==> src/rtl/round_robin_arbiter_pkg.sv <==
// Shared definitions for round_robin_arbiter and its rr_pick helper.
package round_robin_arbiter_pkg;

    localparam logic ARB_IDLE    = 1'b0;
    localparam logic ARB_GRANTED = 1'b1;

    localparam int unsigned ARB_MAX_INPUTS      = 8;
    localparam int unsigned ARB_DEFAULT_TIMEOUT = 256;

    typedef enum logic {
        StIdle    = ARB_IDLE,
        StGranted = ARB_GRANTED
    } arb_state_e;

    // Rotating pointer advance: one past idx, wrapping to 0 after the last requester.
    function automatic int unsigned arb_wrap_inc(input int unsigned idx, input int unsigned n);
        return (idx + 1 >= n) ? 0 : idx + 1;
    endfunction

endpackage

==> src/rtl/round_robin_arbiter_rr_pick.sv <==
// Combinational rotating-priority picker: lowest requesting, non-excluded bit at or
// after pointer, searching modulo INPUTS.
module rr_pick
    import round_robin_arbiter_pkg::*;
#(
    parameter int unsigned INPUTS      = 4,
    parameter int unsigned INDEX_WIDTH = 3
) (
    input  logic [INPUTS-1:0]      request,
    input  logic [INPUTS-1:0]      exclude,
    input  logic [INDEX_WIDTH-1:0] pointer,
    output logic [INPUTS-1:0]      pick,
    output logic [INDEX_WIDTH-1:0] pick_index,
    output logic                   valid
);

    logic [INPUTS-1:0] cand;
    logic [INPUTS-1:0] rotated;
    int unsigned       pos;

    assign cand = request & ~exclude;
    // Bit k of rotated is candidate (pointer + k) mod INPUTS.
    assign rotated = INPUTS'({cand, cand} >> pointer);

    always_comb begin
        pick       = '0;
        pick_index = '0;
        valid      = 1'b0;
        pos        = 0;
        for (int unsigned k = 0; k < INPUTS; k++) begin
            if (!valid && rotated[k]) begin
                valid      = 1'b1;
                pos        = (32'(pointer) + k) % INPUTS;
                pick       = INPUTS'(1) << pos;
                pick_index = INDEX_WIDTH'(pos);
            end
        end
    end

endmodule

==> src/rtl/round_robin_arbiter.sv <==
// Round-robin arbiter with registered one-hot grant held for the owner's whole tenure.
// Optional forced release after TIMEOUT_CYCLES when built with ARBITER_TIMEOUT_EN.
module round_robin_arbiter
    import round_robin_arbiter_pkg::*;
#(
    parameter int unsigned INPUTS         = 4,
    parameter int unsigned INDEX_WIDTH    = 3,
    parameter int unsigned TIMEOUT_CYCLES = ARB_DEFAULT_TIMEOUT
) (
    input  logic                   clk,
    input  logic                   rst,
    input  logic [INPUTS-1:0]      request,
    output logic [INPUTS-1:0]      grant,
    output logic [INDEX_WIDTH-1:0] grantIndex,
    output logic                   busy
`ifdef ARBITER_TIMEOUT_EN
    ,
    output logic                   timeoutPulse
`endif
);

    arb_state_e             state_q, state_d;
    logic [INPUTS-1:0]      grant_q, grant_d;
    logic [INDEX_WIDTH-1:0] index_q, index_d;
    logic [INDEX_WIDTH-1:0] pointer_q, pointer_d;

    logic [INPUTS-1:0]      exclude;
    logic [INPUTS-1:0]      pick;
    logic [INDEX_WIDTH-1:0] pick_index;
    logic                   pick_valid;
    logic                   owner_req;
    logic                   release_grant;

`ifdef ARBITER_TIMEOUT_EN
    logic [15:0]       count_q, count_d;
    logic [INPUTS-1:0] blocked_q, blocked_d;
    logic              pulse_q, pulse_d;

    // The current owner is excluded so a handover never re-picks it.
    assign exclude = grant_q | blocked_q;
`else
    assign exclude = grant_q;
`endif

    assign owner_req = |(request & grant_q);

    rr_pick #(
        .INPUTS      (INPUTS),
        .INDEX_WIDTH (INDEX_WIDTH)
    ) u_pick (
        .request    (request),
        .exclude    (exclude),
        .pointer    (pointer_q),
        .pick       (pick),
        .pick_index (pick_index),
        .valid      (pick_valid)
    );

    always_comb begin
        state_d       = state_q;
        grant_d       = grant_q;
        index_d       = index_q;
        pointer_d     = pointer_q;
        release_grant = 1'b0;
`ifdef ARBITER_TIMEOUT_EN
        count_d   = count_q;
        pulse_d   = 1'b0;
        blocked_d = blocked_q & request;
`endif
        unique case (state_q)
            StIdle: release_grant = 1'b1;
            StGranted: begin
                if (!owner_req) begin
                    release_grant = 1'b1;
`ifdef ARBITER_TIMEOUT_EN
                end else if (count_q == 16'(TIMEOUT_CYCLES - 1)) begin
                    release_grant = 1'b1;
                    pulse_d       = 1'b1;
                    blocked_d     = blocked_d | grant_q;
                end else begin
                    count_d = count_q + 16'd1;
`endif
                end
            end
        endcase

        if (release_grant) begin
            if (pick_valid) begin
                state_d   = StGranted;
                grant_d   = pick;
                index_d   = pick_index;
                pointer_d = INDEX_WIDTH'(arb_wrap_inc(32'(pick_index), INPUTS));
            end else begin
                state_d = StIdle;
                grant_d = '0;
                index_d = '0;
            end
`ifdef ARBITER_TIMEOUT_EN
            count_d = '0;
`endif
        end
    end

    always_ff @(posedge clk or posedge rst) begin
        if (rst) begin
            state_q   <= StIdle;
            grant_q   <= '0;
            index_q   <= '0;
            pointer_q <= '0;
`ifdef ARBITER_TIMEOUT_EN
            count_q   <= '0;
            blocked_q <= '0;
            pulse_q   <= 1'b0;
`endif
        end else begin
            state_q   <= state_d;
            grant_q   <= grant_d;
            index_q   <= index_d;
            pointer_q <= pointer_d;
`ifdef ARBITER_TIMEOUT_EN
            count_q   <= count_d;
            blocked_q <= blocked_d;
            pulse_q   <= pulse_d;
`endif
        end
    end

    assign grant      = grant_q;
    assign grantIndex = index_q;
    assign busy       = |grant_q;
`ifdef ARBITER_TIMEOUT_EN
    assign timeoutPulse = pulse_q;
`endif

endmodule

==> config.mk <==
export PLATFORM = sky130hd
export DESIGN_NAME = round_robin_arbiter
export DESIGN_NICKNAME = d
export VERILOG_FILES = /design/src/rtl/round_robin_arbiter_pkg.sv /design/src/rtl/round_robin_arbiter_rr_pick.sv /design/src/rtl/round_robin_arbiter.sv
export SDC_FILE = /design/constraint.sdc
export NUM_CORES = 1
export LEC_CHECK = 0
export CELL_PAD_IN_SITES_DETAIL_PLACEMENT = 0
export CELL_PAD_IN_SITES_GLOBAL_PLACEMENT = 1
export CORE_AREA = 2 2 53 55
export DETAILED_ROUTE_END_ITERATION = 8
export DIE_AREA = 0 0 55 57
export GPL_ROUTABILITY_DRIVEN = 0
export GPL_TIMING_DRIVEN = 0
export HOLD_SLACK_MARGIN = 0.1
export PLACE_DENSITY_LB_ADDON = 0.1
export SLEW_MARGIN = 20
export SYNTH_ARGS = -nofsm -noshare
export SYNTH_HDL_FRONTEND = slang
export SYNTH_HIERARCHICAL = 1
export SYNTH_SLANG_ARGS = --single-unit
==> constraint.sdc <==
create_clock -name clk -period 6.6 [get_ports clk]
set_input_delay 0.99 -clock clk [delete_from_list [all_inputs] [get_ports clk]]
set_output_delay 0.99 -clock clk [all_outputs]
set_load 0.005 [all_outputs]
## Yosys cells after proc, flatten, opt, wreduce, memory -nomap -nowiden

Index checks and enable logic that the tools add are counted.

- Input bits: 6
- Output and inout bits: 8
- Flip-flop bits (word level): 11
- Word-level logic and storage cells: 45

- Multiplexer cells: 18
- Add/subtract/negate cells: 4
- Shifts and indexed selects: 5
- Reduce and logical (&&, ||, !) cells: 9
- Bitwise gates (word level): 4
- $lt $le $gt $ge: 1

Operators by type and width:

| cell | count |
|---|---|
| two-way mux 4 bit | 5 |
| left shift 1 x 2 -> 4 bit (first input constant) | 4 |
| bitwise AND 4 bit | 2 |
| two-way mux 2 bit | 4 |
| OR reduction 4 bit | 2 |
| >> shifter 8 x 3 -> 4 bit | 1 |
| two-way mux 1 bit | 6 |
| two-way mux 3 bit | 2 |
| adder 2 bit (second input constant) | 2 |
| >= comparator 4 x 3 -> 1 bit (second input constant) | 1 |
| NOT 4 bit | 1 |
| adder 2 x 1 -> 3 bit (second input constant) | 1 |
| logical AND 1 bit | 3 |
| zero test 1 bit | 3 |
| adder 2 x 1 -> 2 bit (second input constant) | 1 |
| case mux 1 bit (2 select lines) | 1 |
| AND reduction 2 bit | 1 |
| NOT 1 bit | 1 |

## Longest topological paths before layout

- Word-level depth: 16
- Gate-level depth with buffers: 11

## By module

The synthesis kept the hierarchy.

Modules (own cells, without submodules):

| module | area an instance (µm²) | instances | cells each | sequential area each (µm²) |
|---|---|---|---|---|
| rr_pick | 546.8 | 1 | 67 | 0.0 |
| round_robin_arbiter | 510.5 | 1 | 52 | 275.3 |

## Worst setup path before layout

Ideal clock, no wire load.

- Path type: input to register
- Start: input request[0]
- End: register pointer_q[0]
- Buffers on the path: 1
- Data required time: 6.475 ns
- Library setup time: 0.125 ns
- Path slack: 3.970 ns
- Stages on the path: 7
- Arrival time: 2.505 ns
- Cell sequence: nor2b_1 a211oi_1 a32o_1 or2b_1 buf_1 nand2b_4 mux2_4

- Elaborated cells on any way between the ends: 24

RTL lines:

| element | line | text |
|---|---|---|
| start: declaration | round_robin_arbiter.sv:12 | `input logic [INPUTS-1:0] request,` |
| bitwise AND 4 bit (*) | round_robin_arbiter_rr_pick.sv:21 | `assign cand = request & ~exclude;` |
| >> shifter 8 x 3 -> 4 bit (*) | round_robin_arbiter_rr_pick.sv:23 | `assign rotated = INPUTS'({cand, cand} >> pointer);` |
| two-way mux 1 bit | round_robin_arbiter_rr_pick.sv:31 | `if (!valid && rotated[k]) begin` |
| zero test 1 bit | round_robin_arbiter_rr_pick.sv:31 |  |
| logical AND 1 bit | round_robin_arbiter_rr_pick.sv:31 |  |
| two-way mux 1 bit | round_robin_arbiter_rr_pick.sv:31 |  |
| zero test 1 bit | round_robin_arbiter_rr_pick.sv:31 |  |
| logical AND 1 bit | round_robin_arbiter_rr_pick.sv:31 |  |
| two-way mux 1 bit | round_robin_arbiter_rr_pick.sv:31 |  |
| zero test 1 bit | round_robin_arbiter_rr_pick.sv:31 |  |
| logical AND 1 bit | round_robin_arbiter_rr_pick.sv:31 |  |
| two-way mux 1 bit (*) | round_robin_arbiter_rr_pick.sv:31 |  |
| named net pick_valid | round_robin_arbiter.sv:30 | `logic pick_valid;` |
| AND reduction 2 bit (no line) (*) | - |  |
| end signal: assignment | round_robin_arbiter.sv:119 | `pointer_q <= pointer_d;` |
| end: declaration | round_robin_arbiter.sv:25 | `logic [INDEX_WIDTH-1:0] pointer_q, pointer_d;` |

Mark *: on every way through the listed nets, which the timed path passes. The rest lies on a longest branch.
A chain may end at the register's enable or synchronous reset.

## Worst setup path in the final report

- Start: input request[1]
- End: register pointer_q[1]

- Cells in the longest elaborated chain, start to end: 15
- Elaborated cells on any way between the ends: 24

RTL lines:

| element | line | text |
|---|---|---|
| bitwise AND 4 bit (*) | round_robin_arbiter_rr_pick.sv:21 |  |
| >> shifter 8 x 3 -> 4 bit (*) | round_robin_arbiter_rr_pick.sv:23 |  |
| two-way mux 1 bit | round_robin_arbiter_rr_pick.sv:31 |  |
| zero test 1 bit | round_robin_arbiter_rr_pick.sv:31 |  |
| logical AND 1 bit | round_robin_arbiter_rr_pick.sv:31 |  |
| two-way mux 1 bit | round_robin_arbiter_rr_pick.sv:31 |  |
| zero test 1 bit | round_robin_arbiter_rr_pick.sv:31 |  |
| logical AND 1 bit | round_robin_arbiter_rr_pick.sv:31 |  |
| two-way mux 1 bit | round_robin_arbiter_rr_pick.sv:31 |  |
| zero test 1 bit | round_robin_arbiter_rr_pick.sv:31 |  |
| logical AND 1 bit | round_robin_arbiter_rr_pick.sv:31 |  |
| two-way mux 2 bit (*) | round_robin_arbiter_rr_pick.sv:31 |  |
| named net pick_index[0] | round_robin_arbiter.sv:29 | `logic [INDEX_WIDTH-1:0] pick_index;` |
| adder 2 x 1 -> 3 bit (*) | round_robin_arbiter_pkg.sv:17 | `return (idx + 1 >= n) ? 0 : idx + 1;` |
| >= comparator 4 x 3 -> 1 bit | round_robin_arbiter_pkg.sv:17 |  |
| two-way mux 3 bit (*) | round_robin_arbiter_pkg.sv:17 |  |

Marked as above.

==> parameters.txt <==
Parameter                              Value

Power
  Leakage Power    approximately 0.55 nW
  Peak supply drop    roughly 0.26 mV
  Total power draw    0.524 mW
  Power per cell area    418 nW/um2

Clock network
  Master cell of the clock root buffer    clkbuf_4
  Register clock-pin slew on the reported worst setup and hold paths    0.07 ns
  CTS tree    built
  Cts repair resizes    0
  CTS H-Tree Depth    1
  TritonCTS buffer count    3
  Count of buffers added by post-CTS timing repair for setup    0
  Insertion delay to the later sink of the worst-skew pair    0.26 ns
  Number of buffers on the longest clock path    2
  Hold_buf cts    0
  Clock net sink count    11

Detailed routing
  # DRC    0
  Per-cell routed wire length    15.5 um
  Sum of routed wire segments on met1    1220 um
  Total wire length after detailed routing    roughly 2600 um
  Total via count after detailed routing    approximately 960
  Count of TritonRoute iterations in the first routing pass    4
  Met3 wirelength from detailed routing    46 um
  Routed wl met2    roughly 1300 um
  Final antenna-violating net count    0
  DRC marker count from the first detailed-route iteration    15
  Max layer used    met4
  Detail-routed via count per cell    5.77

Yosys
  Share of synthesized flip-flops with an asynchronous set or reset    100%
  Synth warn    6
  Most instantiated flip-flop cell in the synthesis netlist    dfrtp_1
  Cell types occupying the most area after synthesis    dfrtp_1 26%, ha_1 9.5%, nand2_1 6.7%
  Net count after synthesis    133
  Gate count after technology mapping    roughly 120
  Area share of the largest cell type after synthesis    between 20% and 30%
  Post-synth EDFFs    0
  Number of storage elements in the synthesis netlist    11
  Portion of the post-synthesis area used by sequential elements    26.0%
  Mean cell area of the mapped netlist    8.88 um2
  Total standard cell area after synthesis    1060 um2
  Count of distinct cell types in the synthesized netlist    48
  Library cell occupying the most area in the post-synthesis netlist    dfrtp_1

Timing
  Slew of the pin with the lowest slew margin    0.854 ns
  Worst setup margin    3.38 ns
  Period utilization    48.8%
  Remaining max-slew budget at the tightest pin    between 40% and 50%
  Max Clock Freq    0.310 GHz
  Maximum clock skew at final layout    0.00177 ns
  Final hold vios    0
  Min cycle time layout    3.22 ns
  RSZ-0062 raised after global routing    no
  Max-slew violation total from the final report    0
  Endpoints failing setup    0
  Total negative slack    0 ns

Critical path
  Sort of element at the start of the critical path    input port
  Worst Path Max Fanout    5
  Family with the most delay on the worst path    compound AO/OA/AOI/OAI gates
  CP Class    in2reg
  Worst EP required    between 6 and 7 ns
  Cell seen most often among critical-path stages    o21ai_0
  Type of destination of the critical path    flop
  Delay of the slowest cell on the worst path    0.76 ns
  Cell with the largest stage delay on the worst path    o311ai_1
  Data arrival at the endpoint of the critical path    3.41 ns
  Critical path cell sequence    clkdlybuf4s50_1, nor2b_1, o311ai_1, o31ai_1, a21o_1, ha_1, nor2_1, o21ai_0, o21ai_0
  Count of buffering cells on the critical path with inverters included    1

Finish
  Final-stage net count    between 150 and 200
  Final instance count without filler cells    167
  Post-synthesis to final-layout area growth    18.5%
  Share of the core filled with cells    47.9%
  Antenna diodes    0
  Share of post-route cells with drive strength above 1    roughly 14%
  Number of fill cells in the layout    262

GRT
  Antenna violations before repair    0
  Overall track demand over capacity in global routing    approximately 18%
  Total global routing overflow    0
  First-pass GRT wire length    4320 um
  Pin count of the biggest net entering global routing    12
  Number of global-route vias before repair    899

Placement
  Worst setup slack before clock tree synthesis    3.13 ns
  Detailed Place HPWL    2040 um
  Quantity of I/O buffers inserted on ports    13
  Placed Cells    163

Floorplan
  Placement Rows    19
  Die Width    55 um
  Core Region    2620 um2
  Vert. Die Dim    57 um
  Floorplan die area    between 3000 and 4000 um2
  I/O pins    14
  Initial Util    40.4%

Min path
  Worst Hold Class    reg2reg

Run status
  Status    completed

Run
  Number of max-capacitance violations reported    0
[kinds of logic after synthesis]
group,synth area share (%)
adders and majority gates,9.47
DFF,26.0
buffers and inverters,5.80
other,0.355
muxes,3.55
and+or+nand+nor,26.3
AOI/OAI and AO/OA,28.5
[registers in the layout, indices dropped and copies added (netlist names)]
name / count
grant: 4
grantIndex: 3
pointer_q: 3
state_q: 1
[final timing paths]
check                                                from                        end  slack [ns]  depth (start not counted)
max in group asynchronous                             rst  grantIndex[2]$_DFFE_PP0P_        5.30                          2
worst min register to register  grantIndex[0]$_DFFE_PP0P_  grantIndex[0]$_DFFE_PP0P_        0.49                          2
worst max register to register   pointer_q[0]$_DFFE_PP0P_   pointer_q[1]$_DFFE_PP0P_        4.09                          9
min in group asynchronous                             rst       grant[0]$_DFFE_PP0P_        1.01                          2
worst max-delay path                           request[1]   pointer_q[1]$_DFFE_PP0P_        3.38                          9
worst min-delay path            grantIndex[0]$_DFFE_PP0P_  grantIndex[0]$_DFFE_PP0P_        0.49                          2
[cells in the final DEF, fill, tap and decap left out, types with 2 or more instances in the layout]
cell,synthesis,final
a22o_1,3,3
and3b_1,2,2
ha_1,8,8
clkbuf_4,0,3
dfrtp_1,11,11
inv_1,6,6
a22oi_1,2,2
a221o_1,4,4
a211oi_1,2,2
nand2b_1,2,2
nor2_1,2,2
o21ai_0,10,10
nor3_1,2,2
nand3b_1,3,3
clkdlybuf4s50_1,0,13
a21oi_1,2,2
nand2_1,19,19
a32o_1,2,2
a21o_1,2,2
a22oi_2,2,2
buf_4,2,2
nor2b_1,5,5
[report_power, final]
group	internal, mW	switching, mW
combinational	0.173	0.186
clock	0.0234	0.0216
sequential	0.0912	0.0287
[cell usage after synthesis, types with 3 or more instances]
cell type / instances
a221o_1: 4
a22o_1: 3
dfrtp_1: 11
ha_1: 8
inv_1: 6
nand2_1: 19
nand3b_1: 3
nor2b_1: 5
o21ai_0: 10
[stage by stage]
stage | area [um2] | hold WS (ns)
finish | 1250 | 0.486
global route | 1250 | 0.534
CTS | 1250 | 0.487
detailed placement | 1230 | 0.477
global placement | 1230 | 0.467
floorplan | 1060 | 0.471
[routing by layer]
metal / GRT usage, % / vias up
met2: 29.1 / 15
met1: 26.0 / 470
li1: - / 470
met4: 6.97 / 0
met5: 0 / -
met3: 1.57 / 9
[final cells by class]
class	instances	area, um2	share of cell area [%]
buffer	5	35.0	2.80
multi-input combinational	96	721	57.5
clock buffer	4	26.3	2.10
tap	31	38.8	3.10
inverter	7	26.3	2.10
sequential	11	275	22.0
timing repair buffer	13	130	10.4
[worst register-to-register path, cell delays in order, from the launching register on]
cell	delay (ns)
dfrtp_1	0.46
buf_6	0.18
nand3b_1	0.10
o311ai_1	0.72
o31ai_1	0.18
a21o_1	0.24
ha_1	0.22
nor2_1	0.10
o21ai_0	0.07
o21ai_0	0.16
Power figures use the tool's default switching activity.
